--- config.mk ---
export PLATFORM = sky130hd
export DESIGN_NAME = pci_arbiter
export DESIGN_NICKNAME = d
export VERILOG_FILES = /design/src/rtl/pci_arb_pkg.sv /design/src/rtl/pci_arbiter_rr_pick.sv /design/src/rtl/pci_arbiter.sv
export SDC_FILE = /design/constraint.sdc
export NUM_CORES = 1
export LEC_CHECK = 0
export BUFFER_PORTS_ARGS = -buffer_cell sky130_fd_sc_hd__buf_2
export CAP_MARGIN = 20
export CORE_ASPECT_RATIO = 0.8
export CORE_MARGIN = 5
export CORE_UTILIZATION = 59
export CTS_CLUSTER_SIZE = 8
export DETAILED_ROUTE_END_ITERATION = 16
export PLACE_DENSITY = 0.83
export SYNTH_ARGS = -nofsm -noshare
export SYNTH_HDL_FRONTEND = slang
export SYNTH_HIERARCHICAL = 1
export SYNTH_SLANG_ARGS = --single-unit
--- constraint.sdc ---
create_clock -name clk -period 3.95 [get_ports clk]
set_input_delay 0.79 -clock clk [delete_from_list [all_inputs] [get_ports clk]]
set_output_delay 0.79 -clock clk [all_outputs]
set_load 0.05 [all_outputs]
--- src/rtl/pci_arb_pkg.sv ---
// Shared definitions for the PCI bus arbiter: state encoding and default sizing.
package pci_arb_pkg;

  // Arbiter phases: GAP is the idle turnaround, GNT holds a grant waiting
  // for the owner to start, XFER tracks the owner's transaction.
  typedef enum logic [1:0] {
    ST_GAP  = 2'd0,
    ST_GNT  = 2'd1,
    ST_XFER = 2'd2
  } arb_state_t;

  // Idle-bus clocks a granted initiator gets before the grant is withdrawn.
  localparam int DEF_GNT_TIMEOUT = 16;

  // Owner index width; enough for the largest supported requester count (8).
  localparam int DEF_IDW = 3;

endpackage

--- src/rtl/pci_arbiter_rr_pick.sv ---
// Combinational round-robin picker: lowest-index request scanning upward
// from ptr+1 and wrapping modulo NUM_REQ.
module rr_pick
  import pci_arb_pkg::*;
#(
  parameter int NUM_REQ = 4,
  parameter int IDW     = DEF_IDW
) (
  input  logic [NUM_REQ-1:0] req,
  input  logic [IDW-1:0]     ptr,
  output logic [IDW-1:0]     winner,
  output logic               valid
);

  logic [2*NUM_REQ-1:0] req_dbl;
  logic [IDW:0]         shift_amt;
  logic [NUM_REQ-1:0]   rot;
  logic [IDW-1:0]       offset;
  logic [IDW:0]         sum;

  // Doubling the vector turns the wrap-around into a plain right shift so
  // position 0 of rot is the requester just after ptr.
  assign req_dbl   = {req, req};
  assign shift_amt = {1'b0, ptr} + (IDW+1)'(1);
  assign rot       = NUM_REQ'(req_dbl >> shift_amt);

  // Lowest set bit of the rotated vector is the highest-priority requester.
  always_comb begin
    offset = '0;
    valid  = 1'b0;
    for (int i = NUM_REQ - 1; i >= 0; i--) begin
      if (rot[i]) begin
        offset = IDW'(i);
        valid  = 1'b1;
      end
    end
  end

  // Map the rotated position back to an absolute index; sum never exceeds
  // 2*NUM_REQ-1, so one conditional subtraction is the whole modulo.
  assign sum    = {1'b0, ptr} + {1'b0, offset} + (IDW+1)'(1);
  assign winner = (sum >= (IDW+1)'(NUM_REQ)) ? IDW'(sum - (IDW+1)'(NUM_REQ))
                                              : sum[IDW-1:0];

endmodule

--- src/rtl/pci_arbiter.sv ---
// Central PCI bus arbiter: round-robin grants with parking, hidden
// arbitration during busy bus, one-clock idle turnaround and grant timeout.
module pci_arbiter
  import pci_arb_pkg::*;
#(
  parameter int NUM_REQ     = 4,
  parameter int PARK_ID     = 0,
  parameter int GNT_TIMEOUT = DEF_GNT_TIMEOUT,
  parameter int IDW         = DEF_IDW
) (
  input  logic               clk,
  input  logic               rst,
  input  logic [NUM_REQ-1:0] req_n,
  input  logic               frame,
  input  logic               irdy,
  output logic [NUM_REQ-1:0] gnt_n,
  output logic [IDW-1:0]     gnt_id,
  output logic               bus_busy,
  output logic               timeout_evt
);

  localparam int             CNT_W    = $clog2(GNT_TIMEOUT + 1);
  localparam logic [IDW-1:0] PARK     = IDW'(PARK_ID);
  localparam logic [CNT_W-1:0] CNT_LAST = CNT_W'(GNT_TIMEOUT - 1);

  arb_state_t         state_reg, state_next;
  logic [IDW-1:0]     owner_reg, owner_next;
  logic [IDW-1:0]     ptr_reg, ptr_next;
  logic [CNT_W-1:0]   cnt_reg, cnt_next;
  logic               idle_d_reg;
  logic               busy_reg, busy_next;
  logic               toe_reg, toe_next;
  logic [NUM_REQ-1:0] gnt_n_reg, gnt_n_next;

  logic [NUM_REQ-1:0] req;
  logic [NUM_REQ-1:0] owner_sel;
  logic               bus_idle;
  logic               start;
  logic               any_req;
  logic               owner_req;
  logic               others_req;
  logic [IDW-1:0]     win_id;
  logic               win_valid;

  assign req        = ~req_n;
  assign bus_idle   = frame & irdy;
  // A new transaction is FRAME# falling on a bus that was idle last clock.
  assign start      = ~frame & idle_d_reg;
  assign any_req    = |req;
  assign owner_req  = |(req & owner_sel);
  assign others_req = |(req & ~owner_sel);

  genvar gi;
  generate
    for (gi = 0; gi < NUM_REQ; gi++) begin : g_sel
      assign owner_sel[gi]  = (owner_reg == IDW'(gi));
      // Grant decode from the next state keeps gnt_n a clean register output.
      assign gnt_n_next[gi] = ~((state_next != ST_GAP) && (owner_next == IDW'(gi)));
    end
  endgenerate

  rr_pick #(
    .NUM_REQ (NUM_REQ),
    .IDW     (IDW)
  ) u_pick (
    .req    (req),
    .ptr    (ptr_reg),
    .winner (win_id),
    .valid  (win_valid)
  );

  // Next-state, owner, pointer, timeout counter and busy flag.
  always_comb begin
    state_next = state_reg;
    owner_next = owner_reg;
    ptr_next   = ptr_reg;
    cnt_next   = cnt_reg;
    busy_next  = busy_reg & ~bus_idle;
    toe_next   = 1'b0;

    case (state_reg)
      ST_GAP: begin
        // Turnaround clock done; the chosen owner now receives its grant.
        state_next = ST_GNT;
        ptr_next   = owner_reg;
        cnt_next   = '0;
      end

      ST_GNT: begin
        if (start) begin
          state_next = ST_XFER;
          busy_next  = 1'b1;
          cnt_next   = '0;
        end else if (bus_idle && !owner_req && others_req) begin
          state_next = ST_GAP;
          owner_next = win_id;
          ptr_next   = win_id;
          cnt_next   = '0;
        end else if (bus_idle && owner_req) begin
          if (cnt_reg == CNT_LAST) begin
            // Owner sat on the grant too long: drop it to lowest priority.
            // ptr_reg already equals the owner, so win_id scans past it.
            state_next = ST_GAP;
            toe_next   = 1'b1;
            ptr_next   = owner_reg;
            owner_next = win_id;
            cnt_next   = '0;
          end else begin
            cnt_next = cnt_reg + CNT_W'(1);
          end
        end else if (!any_req) begin
          // Parked with nobody asking: never time out.
          cnt_next = '0;
        end
      end

      ST_XFER: begin
        if (win_valid && (win_id != owner_reg)) begin
          // Hidden arbitration: hand the grant over while the bus is busy.
          state_next = ST_GNT;
          owner_next = win_id;
          ptr_next   = win_id;
          cnt_next   = '0;
          busy_next  = ~bus_idle;
        end else if (bus_idle) begin
          // Transaction over; stay parked on the last owner.
          state_next = ST_GNT;
          cnt_next   = '0;
        end
      end

      default: begin
        state_next = ST_GAP;
      end
    endcase
  end

  // State and output registers; reset drops every grant immediately.
  always_ff @(posedge clk or negedge rst) begin
    if (!rst) begin
      state_reg  <= ST_GAP;
      owner_reg  <= PARK;
      ptr_reg    <= PARK;
      cnt_reg    <= '0;
      idle_d_reg <= 1'b1;
      busy_reg   <= 1'b0;
      toe_reg    <= 1'b0;
      gnt_n_reg  <= '1;
    end else begin
      state_reg  <= state_next;
      owner_reg  <= owner_next;
      ptr_reg    <= ptr_next;
      cnt_reg    <= cnt_next;
      idle_d_reg <= bus_idle;
      busy_reg   <= busy_next;
      toe_reg    <= toe_next;
      gnt_n_reg  <= gnt_n_next;
    end
  end

  assign gnt_n       = gnt_n_reg;
  assign gnt_id      = owner_reg;
  assign bus_busy    = busy_reg;
  assign timeout_evt = toe_reg;

endmodule

== Yosys cells after proc, flatten, opt, wreduce, memory -nomap -nowiden ==
Index checks and enable logic that the tools add are counted.
Word-level totals
  register bits after elaboration: 20
  word-level logic and storage cells: 107
Operators by class
  mux-type cells: 44
  equality and inequality tests: 16
  reductions and logical operators: 19
  order comparisons: 1
  shift-type cells: 1
  bitwise gates (word level): 13
  $add $sub $neg: 5
Operators with widths (number)
  $mux 5: 7
  $mux 3: 11
  $mux 2: 10
  $pmux 5 s3: 1
  $eq 3x2->1 const B: 4
  $reduce_or 4->1: 3
  $mux 1: 11
  $ne 3x3->1 const B: 3
  $pmux 3 s3: 1
  $and 4x4->4: 2
  $logic_and 1x1->1: 8
  $not 4->4: 2
  $shr 8x4->4: 1
  $eq 3x1->1 const B: 2
  $logic_not 3->1: 2
  $not 1->1: 6
  $pmux 2 s3: 1
  $pmux 3 s2: 1
  $add 5x1->5 const B: 1
  $eq 5x4->1 const B: 1
  $ne 5x5->1 const B: 1
  $reduce_and 5->1: 1
  $add 3x1->4 const B: 1
  $add 3x2->4: 1
  14 further kinds: 17

== Depth between registers and ports, before layout ==
  depth in word-level cells: 18
  mapped depth: 15

== Modules after synthesis ==
Netlist, hierarchy kept.
Modules (own cells, without submodules)
  pci_arbiter: seq. area each 506.7 um^2, times used 1, cells an instance 151, area an instance 1402.6 um^2
  rr_pick: seq. area each 0.0 um^2, times used 1, cells an instance 35, area an instance 234.0 um^2

== Worst setup path after synthesis ==
No wires, ideal clock.
  path type: input -> register
  start: in req_n[3]
  end: reg cnt_reg[2]
  setup time: 0.121 ns
  arrival time: 3.643 ns
  slack: 0.186 ns
  required time: 3.829 ns
  path buffers: 0
  cell stages on the path: 13
  cell sequence: inv_1 > or4_1 > o221a_1 > o22a_1 > ha_1 > fa_1 > nor3b_1 > xnor2_1 > a31oi_1 > nor2_1 > nor3_2 > o21ai_1 > a22o_1
Between the ends
  word-level cells in the longest chain between the ends: 14
RTL lines
  start: declaration: RTL line pci_arbiter.sv:13  | input logic [NUM_REQ-1:0] req_n,
  $not 4->4 *: RTL line pci_arbiter.sv:45  | assign req = ~req_n;
  $shr 8x4->4 *: RTL line pci_arbiter_rr_pick.sv:25  | assign rot = NUM_REQ'(req_dbl >> shift_amt);
  $mux 2 (3 in series): RTL line pci_arbiter_rr_pick.sv:32  | if (rot[i]) begin
  $mux 2 *: RTL line pci_arbiter_rr_pick.sv:32
  $add 3x2->4 *: RTL line pci_arbiter_rr_pick.sv:41  | assign sum = {1'b0, ptr} + {1'b0, offset} + (IDW+1)'(1);
  $add 4x1->4 *: RTL line pci_arbiter_rr_pick.sv:41
  $ge 4x3->1 or $sub 3x3->3 (tied branches): RTL line pci_arbiter_rr_pick.sv:42  | assign winner = (sum >= (IDW+1)'(NUM_REQ)) ? IDW'(sum - (IDW+1)'(NUM_REQ))
  $mux 3 *: RTL line pci_arbiter_rr_pick.sv:42
  named net win_id[2]: RTL line pci_arbiter.sv:42  | logic [IDW-1:0] win_id;
  $ne 3x3->1 *: RTL line pci_arbiter.sv:118  | if (win_valid && (win_id != owner_reg)) begin
  $logic_and 1x1->1 *: RTL line pci_arbiter.sv:118
  $ne 3x3->1 (no source line) or $mux 5 (tied branches)
  $reduce_and 3->1 (no source line) or $pmux 5 s3 (tied branches)
  end signal: assignment: RTL line pci_arbiter.sv:153  | cnt_reg <= cnt_next;
  end: declaration: RTL line pci_arbiter.sv:29  | logic [CNT_W-1:0] cnt_reg, cnt_next;
The timed path passes the listed nets; every way through them passes the cells marked *.
A chain may end at the register's enable or synchronous reset.

== Final worst setup path ==
  start: in req_n[0]
  end: reg gnt_n_reg[0], in the netlist gnt_n[0]
Between the ends
  word-level cells in the longest chain between the ends: 18
RTL lines
  $not 4->4 *: RTL line pci_arbiter.sv:45
  named net req[0]: RTL line pci_arbiter.sv:35  | logic [NUM_REQ-1:0] req;
  $shr 8x4->4 *: RTL line pci_arbiter_rr_pick.sv:25
  $mux 2 (3 in series): RTL line pci_arbiter_rr_pick.sv:32
  $mux 2 *: RTL line pci_arbiter_rr_pick.sv:32
  $add 3x2->4 *: RTL line pci_arbiter_rr_pick.sv:41
  $add 4x1->4 *: RTL line pci_arbiter_rr_pick.sv:41
  $ge 4x3->1 or $sub 3x3->3 (tied branches): RTL line pci_arbiter_rr_pick.sv:42
  [1 not listed]
  named net win_id[2]: RTL line pci_arbiter.sv:42
  [1 not listed]
  $mux 3: RTL line pci_arbiter.sv:99  | end else if (bus_idle && owner_req) begin
  $mux 3: RTL line pci_arbiter.sv:94  | end else if (bus_idle && !owner_req && others_req) begin
  $mux 3: RTL line pci_arbiter.sv:90  | if (start) begin
  $pmux 3 s2: RTL line pci_arbiter.sv:81  | case (state_reg)
  $logic_not 3->1: RTL line pci_arbiter.sv:58  | assign gnt_n_next[gi] = ~((state_next != ST_GAP) && (owner_next == IDW'(gi)));
  $logic_and 1x1->1 *: RTL line pci_arbiter.sv:58
  $not 1->1 *: RTL line pci_arbiter.sv:58
  named net gnt_n_next[0]: RTL line pci_arbiter.sv:33  | logic [NUM_REQ-1:0] gnt_n_reg, gnt_n_next;
  end signal: assignment: RTL line pci_arbiter.sv:157  | gnt_n_reg <= gnt_n_next;
  end: declaration: RTL line pci_arbiter.sv:33
Marked as above.

==> impl_summary.log <==
[metrics] type of the worst setup path: input pin to flop
[metrics] flip-flop count of the largest register after layout: 5
[metrics] Worst setup EP type: flop
[metrics] area share of the largest cell type after synthesis: 22.94%
[metrics] setup TNS after final layout: 0 ns
[metrics] Antenna Violating Nets Remaining: 0
[metrics] global-route wire length before repair: 7.093 mm
[metrics] H-tree lvl count: 1
[metrics] Final Hold Fails: 0
[metrics] ratio of cells with drive above 1 in the final layout: 24.17%
[metrics] post-synth net total: 203
[metrics] most frequent cells in the layout: 18 x nand2_1, 18 x inv_1, 16 x buf_2
[metrics] worst clock skew on the final layout: 0.009914 ns
[metrics] count of pins over their slew limit: 0
[metrics] minimum hold slack: 0.3867 ns
[metrics] sequential fraction of design power: 25.5%
[metrics] worst reg2reg path depth: 12
[metrics] path type of the worst min-delay path: input pin to async pin
[metrics] worst setup path startpoint: req_n[0]
[metrics] fin util: 69.57%
[metrics] detail-routed net length per standard cell: 16.66 um
[metrics] root buf cell: clkbuf_4
[metrics] R2R Path End: gnt_n[0]
[metrics] leftover overflow at the end of global routing: 0
[metrics] count of unique library cells instantiated by Yosys: 57
[metrics] boundary pin count: 17
[metrics] cell type with the highest aggregate area in the netlist: dfrtp_1
[metrics] list of cells traversed by the critical path: buf_2 > inv_1 > nor2_1 > or4_1 > o221a_1 > o22a_1 > ha_1 > fa_1 > nor3b_2 > xnor2_1 > a31oi_1 > o32a_1 > a211oi_1 > buf_4 > nand4_1
[metrics] biggest cell delay along the critical path: 0.39 ns
[metrics] Via Count: 1546
[metrics] worst supply voltage drop on vdd: 0.3740 mV
[metrics] Setup Viol. Count Final: 0
[metrics] total global routing track utilization: 23.55%
[metrics] fraction of the yosys area taken by sequential cells: 30.96%
[metrics] number of cells upsized or downsized after cts: 0
[metrics] total wirelength of the detailed-routed design: 4.149 mm
[metrics] Clock Power Share: 13.8%
[metrics] most instantiated flip-flop cell in the synthesis netlist: dfrtp_1
[metrics] Reg clk slew, reported paths: 0.12 ns
[metrics] part of the cycle the worst path needs: 91.90%
[metrics] share of async-settable or async-resettable flops after synthesis: 100.0%
[metrics] post-CTS repair timing setup buffer count: 0
[metrics] dpl hpwl: 3.226 mm
[metrics] leading cell types by total area after synthesis: dfrtp_1 23%, dfstp_2 8.0%, ha_1 6.1%, inv_1 4.1%, nand2_1 4.1%
[metrics] Post-synth EDFFs: 0
[metrics] maximum number of pins on one net before global-route repair: 21
[metrics] Power Density: 656.6 nW/um^2
[metrics] arrival time of data at the critical path endpoint: 3.87 ns
[metrics] transition at the pin with the smallest max-transition slack: 0.5176 ns
[metrics] Row Count: 17
[metrics] sum of buffers and inverters on the critical path: 3
[metrics] Antenna Diode Count: 0
[metrics] cell count after synthesis: 186
[metrics] path length in cells of the critical path: 15
[metrics] internal power contribution: 0.0006399 W
[metrics] hold_buf cts: 0
[metrics] maximum count of clock buffers along a single path: 2
[metrics] Max-Cap Viols: 0
[metrics] cell area after technology mapping: 1637 sq um
[metrics] part of the total power dissipated in combinational logic: 60.7%
[metrics] clock tree from TritonCTS: yes
[metrics] Critical Path Start Type: input pin
[metrics] termination of the worst setup path: gnt_n[0]
[metrics] via count normalized by instance count: 6.209
[metrics] final worst path period need: 3.630 ns
[metrics] total DRC errors in the routed layout: 0
[metrics] net total in the final layout: 229
[metrics] Skew-Pair Late Insertion Delay: 0.32 ns
[metrics] via count of the first global-routing pass: 1522
[metrics] TritonRoute pass-1 iters: 4
[metrics] die extent in x: 68.89 um
[metrics] Register-to-Register Setup Slack: 0.39 ns
[metrics] cell with the biggest individual delay on the critical path: or4_1
[metrics] static leakage power: 0.8598 nW
[metrics] initial antenna violation count: 0
[metrics] clock sink count: 20
[metrics] number of buffer cells added on primary ports: 16
[metrics] switching power of the nets: 0.0005942 W
[metrics] die area: 3934 sq um
[metrics] 1st-iter DRT viols: 166
[metrics] synthesized area divided by synthesized cell count: 8.799 sq um
[metrics] fraction of power spent switching nets: 48.15%
[metrics] fmax: 275.5 MHz
[metrics] RSZ-0062 raised after global routing: false
[metrics] count of yosys warnings during synthesis: 6
[metrics] run status: completed
[metrics] Reg-to-Reg Start: ptr_reg[0]
[metrics] Layout Area Growth over Synthesis: 14.83%
[metrics] worst slew slack as a fraction of its limit: 65.44%
[metrics] flops & latches, synth: 20
[metrics] cell family with the largest share of critical-path delay: compound AO/OA/AOI/OAI gates
[metrics] y dimension of the die: 57.11 um
[metrics] WP data required: 4.19 ns
[metrics] clock buffer count from CTS: 3
[metrics] total core area: 2701 sq um
[metrics] final weighted congestion in routability-driven placement: 1.022
[metrics] biggest fanout along the worst timing path: 4
[metrics] initial standard-cell utilization of the core: 60.58%
## worst min-delay path by stage
stage,endpoint,startpoint,depth (start not counted)
floorplan,cnt_reg[4],cnt_reg[4],1
global placement,cnt_reg[4],cnt_reg[4],1
detailed placement,cnt_reg[4],cnt_reg[4],1
CTS,cnt_reg[2],rst,1
global route,ptr_reg[1],rst,1
finish,ptr_reg[1],rst,1
## power groups by stage
stage | clock [W] | sequential [W] | combinational [W]
3_3_place_gp | 0 | 0.000314 | 0.000723
6_report | 0.000170 | 0.000315 | 0.000750
4_1_cts | 0.000172 | 0.000313 | 0.000730
3_5_place_dp | 0 | 0.000317 | 0.000726
2_1_floorplan | 0 | 0.000370 | 0.000481
5_1_grt | 0.000183 | 0.000323 | 0.000816
## routing by layer
metal	track usage, %	wire (um)
met5	0	0
met1	33.25	1896
met2	36.55	1897
met3	5.906	292
met4	4.722	63
## per-stage QoR
step | setup slack (ns) | area, sq um | instances | total power [W]
finish | 0.3199 | 1879 | 249 | 0.001234
global route | 0.1035 | 1879 | 249 | 0.001322
CTS | 0.2399 | 1874 | 249 | 0.001215
detailed placement | -0.09101 | 1822 | 245 | 0.001043
global placement | 0.008405 | 1822 | 245 | 0.001037
floorplan | 0.1862 | 1637 | 186 | 0.0008510
## final cells by class
type                       count  area (sq um)
multi-input combinational    142          1030
fill                         216         822.0
sequential                    20         506.7
timing repair buffer          27         175.2
inverter                      18         67.56
tap                           38         47.55
clock inverter                 1         30.03
clock buffer                   3         22.52
## kinds of logic (layout without fill, tap and decap cells)
| logic type | Yosys count | in the layout | synth area share [%] |
|---|---|---|---|
| muxes | 6 | 6 | 5.351 |
| adders and majority gates | 9 | 9 | 7.340 |
| AOI/OAI and AO/OA | 56 | 56 | 24.77 |
| and+or+nand+nor | 68 | 68 | 23.55 |
| DFF | 20 | 20 | 30.96 |
| buffers and inverters | 24 | 49 | 6.421 |
| xor gates and xnor gates | 3 | 3 | 1.606 |
## synth_stat cells (all sizes together) (2+ instances only)
cell	number
mux2i	2
mux2	3
a211oi	4
ha	8
xnor2	3
nor4bb	2
o21ai	12
a21oi	11
o2bb2ai	2
o21a	3
nor2b	2
clkbuf	4
nand4	4
o22ai	2
nor2	10
dfrtp	15
nor3	7
inv	18
nand2	18
buf	2
a311oi	2
or2	2
or3	2
and2	4
nand2b	3
a31oi	3
dfstp	5
a211o	2
o211ai	3
nand4b	2
nor3b	2
nand3	5
No activity file was read; power rests on OpenSTA's default activity.
